### config.mk
export PLATFORM = sky130hd
export DESIGN_NAME = manual_clock_debouncer
export DESIGN_NICKNAME = d
export VERILOG_FILES = /design/src/rtl/manual_clock_debouncer.sv
export SDC_FILE = /design/constraint.sdc
export NUM_CORES = 1
export LEC_CHECK = 0
export CORE_ASPECT_RATIO = 1.75
export CORE_MARGIN = 2
export CORE_UTILIZATION = 55
export CTS_BUF_LIST = sky130_fd_sc_hd__clkbuf_4 sky130_fd_sc_hd__clkbuf_8
export CTS_CLUSTER_DIAMETER = 150
export CTS_CLUSTER_SIZE = 16
export DETAILED_ROUTE_END_ITERATION = 16
export PLACE_DENSITY_LB_ADDON = 0.3
export SETUP_SLACK_MARGIN = 0.2
export SLEW_MARGIN = 30
export SYNTH_ARGS = -nofsm -noshare
export SYNTH_HDL_FRONTEND = slang
export SYNTH_SLANG_ARGS = --single-unit
### constraint.sdc
create_clock -name CLKFPGA -period 5.62 [get_ports CLKFPGA]
set_input_delay 0.843 -clock CLKFPGA [delete_from_list [all_inputs] [get_ports CLKFPGA]]
set_output_delay 0.843 -clock CLKFPGA [all_outputs]
set_load 0.02 [all_outputs]
### src/rtl/manual_clock_debouncer.sv
// manual_clock_debouncer: synchronise and debounce the manual clock button and clock-mode switch
module manual_clock_debouncer #(
  parameter int STABLE_CYCLES = 1000000,
  parameter int CNT_WIDTH     = 20
) (
  input  logic       CLKFPGA,
  input  logic       Reset,
  input  logic       KEY,
  input  logic       SW,
  output logic       CLKManual,
  output logic       CLKManualPulse,
  output logic       CTRLCLK,
  output logic [7:0] PressCount
);
  typedef enum logic [1:0] {RELEASED, PRESS_CHK, PRESSED, RELEASE_CHK} state_t;
  localparam logic [CNT_WIDTH-1:0] LAST = CNT_WIDTH'(STABLE_CYCLES - 1);
  logic [1:0] r_key_q, r_sw_q;
  logic [CNT_WIDTH-1:0] r_bcnt, r_scnt;
  logic [7:0] r_count;
  logic r_pulse, r_ctrl;
  state_t r_state, w_next;
  logic w_key_s, w_sw_s, w_bdone, w_chk, w_accept;
  assign w_key_s = r_key_q[1];
  assign w_sw_s  = r_sw_q[1];
  assign w_bdone = r_bcnt == LAST;
  assign w_chk   = r_state == PRESS_CHK || r_state == RELEASE_CHK;
  // two-flop synchronisers; the button idles released (high), the switch in divided mode
  always_ff @(posedge CLKFPGA) begin
    r_key_q <= Reset ? 2'b11 : {r_key_q[0], KEY};
    r_sw_q  <= Reset ? 2'b00 : {r_sw_q[0], SW};
  end
  // button state register
  always_ff @(posedge CLKFPGA) r_state <= Reset ? RELEASED : w_next;
  // button next state: a check state needs STABLE_CYCLES more agreeing samples to commit
  always_comb begin
    w_next = r_state;
    case (r_state)
      RELEASED:    w_next = w_key_s ? RELEASED : PRESS_CHK;
      PRESS_CHK:   w_next = w_key_s ? RELEASED : (w_bdone ? PRESSED : PRESS_CHK);
      PRESSED:     w_next = w_key_s ? RELEASE_CHK : PRESSED;
      RELEASE_CHK: w_next = !w_key_s ? PRESSED : (w_bdone ? RELEASED : RELEASE_CHK);
      default:     w_next = RELEASED;
    endcase
  end
  // button outputs: level straight from the state register, press accepted on PRESS_CHK exit
  always_comb begin
    CLKManual = r_state == PRESSED || r_state == RELEASE_CHK;
    w_accept  = r_state == PRESS_CHK && w_next == PRESSED;
  end
  // qualification counter runs only while lingering in a check state
  always_ff @(posedge CLKFPGA) r_bcnt <= (Reset || !w_chk || w_next != r_state) ? '0 : r_bcnt + 1'b1;
  // one-cycle press pulse and wrapping press counter
  always_ff @(posedge CLKFPGA) begin
    r_pulse <= Reset ? 1'b0 : w_accept;
    r_count <= Reset ? 8'd0 : r_count + 8'(w_accept);
  end
  // switch filter: adopt the synchronised level after STABLE_CYCLES consecutive disagreeing samples
  always_ff @(posedge CLKFPGA) begin
    if (Reset || w_sw_s == r_ctrl) begin
      r_scnt <= '0;
      r_ctrl <= Reset ? 1'b0 : r_ctrl;
    end else if (r_scnt == LAST) begin
      r_scnt <= '0;
      r_ctrl <= w_sw_s;
    end else begin
      r_scnt <= r_scnt + 1'b1;
    end
  end
  assign CLKManualPulse = r_pulse;
  assign CTRLCLK        = r_ctrl;
  assign PressCount     = r_count;
endmodule

# After elaboration in Yosys (flattened, before gate mapping)
# Index checks and enable logic that the tools add are counted.
# totals
regBits	56
in_bits	4
output_inout_bits	11
wordCells	41
# op_classes
n_addsub	3
eq_ne	9
n_mux	10
n_reduce_logical	11
# op_table
operator	n
adder 20 x 1 -> 20 bit (second input constant)	2
== test 20 bit (second input constant)	2
adder 8 x 1 -> 8 bit	1
two-way mux 2 bit	4
case mux 2 bit (4 select lines)	1
== test 2 bit (second input constant)	3
logical OR 1 bit	5
two-way mux 1 bit	5
== test 2 x 1 -> 1 bit (second input constant)	1
logical NOT 2 bit	1
!= test 2 bit	1
!= test 2 bit (second input constant)	1
AND reduction 2 bit	1
nonzero test 2 bit	1
OR reduction 2 bit	1
== test 1 bit	1
logical AND 1 bit	1
logical NOT 1 bit	1

# Depth between registers and ports, before layout
# logic_depth
word_depth	7
mapped_depth	11
mapped_depth_nobuf	10

# Least setup slack after synthesis
# No wires, ideal clock.
# synth_timing
kind	flip-flop to flip-flop
from	reg r_bcnt[8]
to	reg r_count[5], in the netlist PressCount[5]
setup_ns	0.129
arrival_time_ns	2.381
required_ns	5.491
slack_ns	3.110
stages_incl_launch_ff	10
path_cell_list	dfxtp_1 > or4b_1 > or4_4 > or2_4 > nor3_1 > ha_1 > and3_1 > nand3_1 > xor2_1 > nor2_1
# synth_between
elab_chain_cells	7
elab_cells_between_ends	9
cone_classes	add/sub (1); eq/ne (2); mux (5); reduce/logical (1)
# synth_rtl
item	line_no	text
from (decl)	18	logic [CNT_WIDTH-1:0] r_bcnt, r_scnt;
from (signal assigned)	51	always_ff @(posedge CLKFPGA) r_bcnt <= (Reset || !w_chk || w_next != r_state) ? '0 : r_bcnt + 1'b1;
== test 20 bit (*)	25	assign w_bdone = r_bcnt == LAST;
two-way mux 2 bit, on equally long branches (2 in series)	41, 39	
case mux 2 bit (4 select lines) (*)	37	case (r_state)
== test 2 bit (*)	48	w_accept = r_state == PRESS_CHK && w_next == PRESSED;
logical AND 1 bit (*)	48	
via w_accept	22	logic w_key_s, w_sw_s, w_bdone, w_chk, w_accept;
adder 8 x 1 -> 8 bit (*)	55	r_count <= Reset ? 8'd0 : r_count + 8'(w_accept);
to (signal assigned)	55	
to (decl)	19	logic [7:0] r_count;
# The timed path passes the listed nets; every way through them passes the cells marked *.
# A chain may end at the register's enable or synchronous reset.

# Worst setup path in the final report
# layout_timing
from	reg r_bcnt[8]
to	reg r_count[6], in the netlist PressCount[6]
# Same word-level chain as after synthesis.

==> results.sh <==
export IMPL_cp_slowest_stage_delay_ns=0.54
export IMPL_path_cells="or4b_1 > or4_4 > or2_4 > nor3_1 > ha_1 > ha_1 > nand3_1 > xor2_1 > nor2_1"
export IMPL_seq_area_frac_synth_pct=46.6
export IMPL_finalSetupTns_ns=0
export IMPL_drive_gt1_share_pct=7.50
export IMPL_finalWirelength_um=4640
export IMPL_worstMarginPinSlew_ns=0.675
export IMPL_synth_area_mm2=0.00243
export IMPL_outcome="complete, no violations"
export IMPL_cts_root_buf="clkbuf_8"
export IMPL_path_common_cell="ha_1"
export IMPL_cp_arrival_ns=2.89
export IMPL_path_delay_family="simple AND/OR/NAND/NOR gates"
export IMPL_clkTransAtPathRegs_ns=0.09
export IMPL_slew_headroom_pct=54.8
export IMPL_synthArstFlopShare_pct=0
export IMPL_grt_pass1_wl_um=7620
export IMPL_multi_input_area_mm2=0.00123
export IMPL_grt_max_degree=20
export IMPL_diodes=0
export IMPL_dieArea_mm2=0.00498
export IMPL_yosys_warnings=0
export IMPL_p_per_area_mw_per_mm2=249
export IMPL_leakage_nw=0.853
export IMPL_num_rows=32
export IMPL_slowest_stage="or4_4"
export IMPL_port_buffers=14
export IMPL_netlist_instances=266
export IMPL_wire_per_inst_um=14.0
export IMPL_synth_edf_count=1
export IMPL_layout_common_cells="dfxtp_1, nor2_1, xnor2_1"
export IMPL_drt_iter0_markers=35
export IMPL_place_congestion=0.855
export IMPL_yosysUniqueCellTypes=40
export IMPL_regArea_mm2=0.00113
export IMPL_synth_flop_cell="dfxtp_1"
export IMPL_crit_buf_inv=0
export IMPL_cts_repair_resized=0
export IMPL_cts_max_level=2
export IMPL_holdCritPathClass="reg -> reg"
export IMPL_syn_avg_cell_area_um2=9.13
export IMPL_layout_min_cycle_time_ns=2.71
export IMPL_fin_util_pct=62.8
export IMPL_cp_end_kind="flip-flop"
export IMPL_grt_use_total_pct=20.5
export IMPL_ys_ff_latch=56
export IMPL_skew_ns=0.00720
export IMPL_ant_nets=0
export IMPL_cap_viol_max_count=0
export IMPL_clock_path_buffers=2
export IMPL_stdcell_count=331
export IMPL_cts_sinks=56
export IMPL_nNetsFinal=287
export IMPL_placed_cells=323
export IMPL_maxSlewViolCount=0
export IMPL_worst_ep_required_time_ns=5.80
export IMPL_io_pins=15
export IMPL_core_mm2=0.00432
export IMPL_cts_hold_fix_buffers=0
export IMPL_synth_fp_nets=274
export IMPL_cts_tree="done"
export IMPL_ir_drop_mv=0.196
export IMPL_drt_drc_violations_left=0
export IMPL_die_h_um=91.9
export IMPL_layout_cells_most_common="dfxtp_1"
export IMPL_syn2layout_area_growth_pct=11.9
export IMPL_vias_per_cell=5.66
export IMPL_critical_path_class="reg -> reg"
export IMPL_cts_made_buffers=5
export IMPL_die_w_um=54.2
export IMPL_vias=1874
export IMPL_dp_hpwl_um=3480
export IMPL_clock_latency_ns=0.31
export IMPL_min_period_over_period_pct=48.3
export IMPL_grt_pass1_vias=1755
export IMPL_antenna_found_initial=0
export IMPL_setup_viol=0
export IMPL_rsz0062_at_grt="false"
export IMPL_cts_setup_buffers=0
export IMPL_fillers=372
export IMPL_fmax_mhz=369
export IMPL_finalHoldViolations=0
export IMPL_start_util_pct=56.1
export IMPL_critPathMaxFanout=6
export IMPL_firstDrtPassIters=4
export IMPL_start_kind="flip-flop"
export IMPL_overflow=0
-- report_power, final --
group          internal [W]   total, W  switching [W]
Sequential         0.000400   0.000402     0.00000207
Clock              0.000137   0.000260       0.000123
Combinational    0.00000559  0.0000128     0.00000721
Total              0.000543   0.000675       0.000132
-- worst reg2reg max path, stage by stage (launching register included) --
cell and delay (ns):
dfxtp_1 0.37, or4b_1 0.51, or4_4 0.54, or2_4 0.28
nor3_1 0.14, ha_1 0.21, ha_1 0.22, nand3_1 0.11
xor2_1 0.15, nor2_1 0.05
-- final timing paths --
kind | from | to | slack, ns | depth (start not counted)
setup / recovery | r_bcnt[8]$_SDFF_PP0_ | PressCount[6]$_SDFF_PP0_ | 2.91 | 9
hold / removal | r_key_q[0]$_SDFF_PP1_ | r_key_q[1]$_SDFF_PP1_ | 0.43 | 1
setup reg to reg | r_bcnt[8]$_SDFF_PP0_ | PressCount[6]$_SDFF_PP0_ | 2.91 | 9
hold reg to reg | r_key_q[0]$_SDFF_PP1_ | r_key_q[1]$_SDFF_PP1_ | 0.43 | 1
-- metrics by stage --
| step | cell area [µm²] | setup WS (ns) | hold WS, ns | power [W] |
|---|---|---|---|---|
| 2_1_floorplan | 2430 | 3.11 | 0.389 | 0.000419 |
| 3_3_place_gp | 2600 | 2.93 | 0.403 | 0.000424 |
| 3_5_place_dp | 2600 | 2.90 | 0.412 | 0.000424 |
| 4_1_cts | 2720 | 2.88 | 0.437 | 0.000681 |
| 5_1_grt | 2720 | 2.74 | 0.452 | 0.000696 |
| 6_report | 2720 | 2.91 | 0.433 | 0.000675 |
-- routing by layer --
metal  vias to the layer above  wire length [µm]  GRT usage [%]
met5                         -                 0              0
met4                         0               107           9.38
met3                        10                79           4.40
met2                        14              2680           38.9
met1                       894              1770           19.0
li1                        956                 -              -
-- final cells by class --
| cell class | instances | area share, % |
|---|---|---|
| flip-flops and latches | 56 | 41.7 |
| repair buffers | 15 | 5.44 |
| multi-input cells | 192 | 45.2 |
| inverters | 9 | 1.24 |
| clock inverters | 2 | 1.29 |
| well taps | 51 | 2.35 |
| clock buffers | 6 | 2.81 |
-- synthesized netlist by cell type (all sizes together) (7+ instances only) --
cell	n	area, µm²
a21oi	9	45.0
xnor2	18	158
nor3	8	40.0
nor2	39	146
dfxtp	55	1100
nor4	9	62.6
o21ai	7	46.3
inv	9	33.8
xor2	17	149
nand3	17	85.1
nand4	13	87.6
nand2	10	37.5
clkbuf	7	26.3
-- state kept, by name (all words and copies together), names as in the netlist --
signal,count
CLKManualPulse,1
CTRLCLK,1
PressCount,8
r_bcnt,20
r_key_q,2
r_scnt,20
r_state,2
r_sw_q,2
-- kinds of logic after synthesis --
logic type | share of synthesized area, %
compound gates | 5.93
simple gates | 29.6
buf+inv | 3.14
fa+ha+maj | 2.06
xor+xnor | 12.6
flops | 46.6
Note: power is estimated with default switching activity, not from simulation.
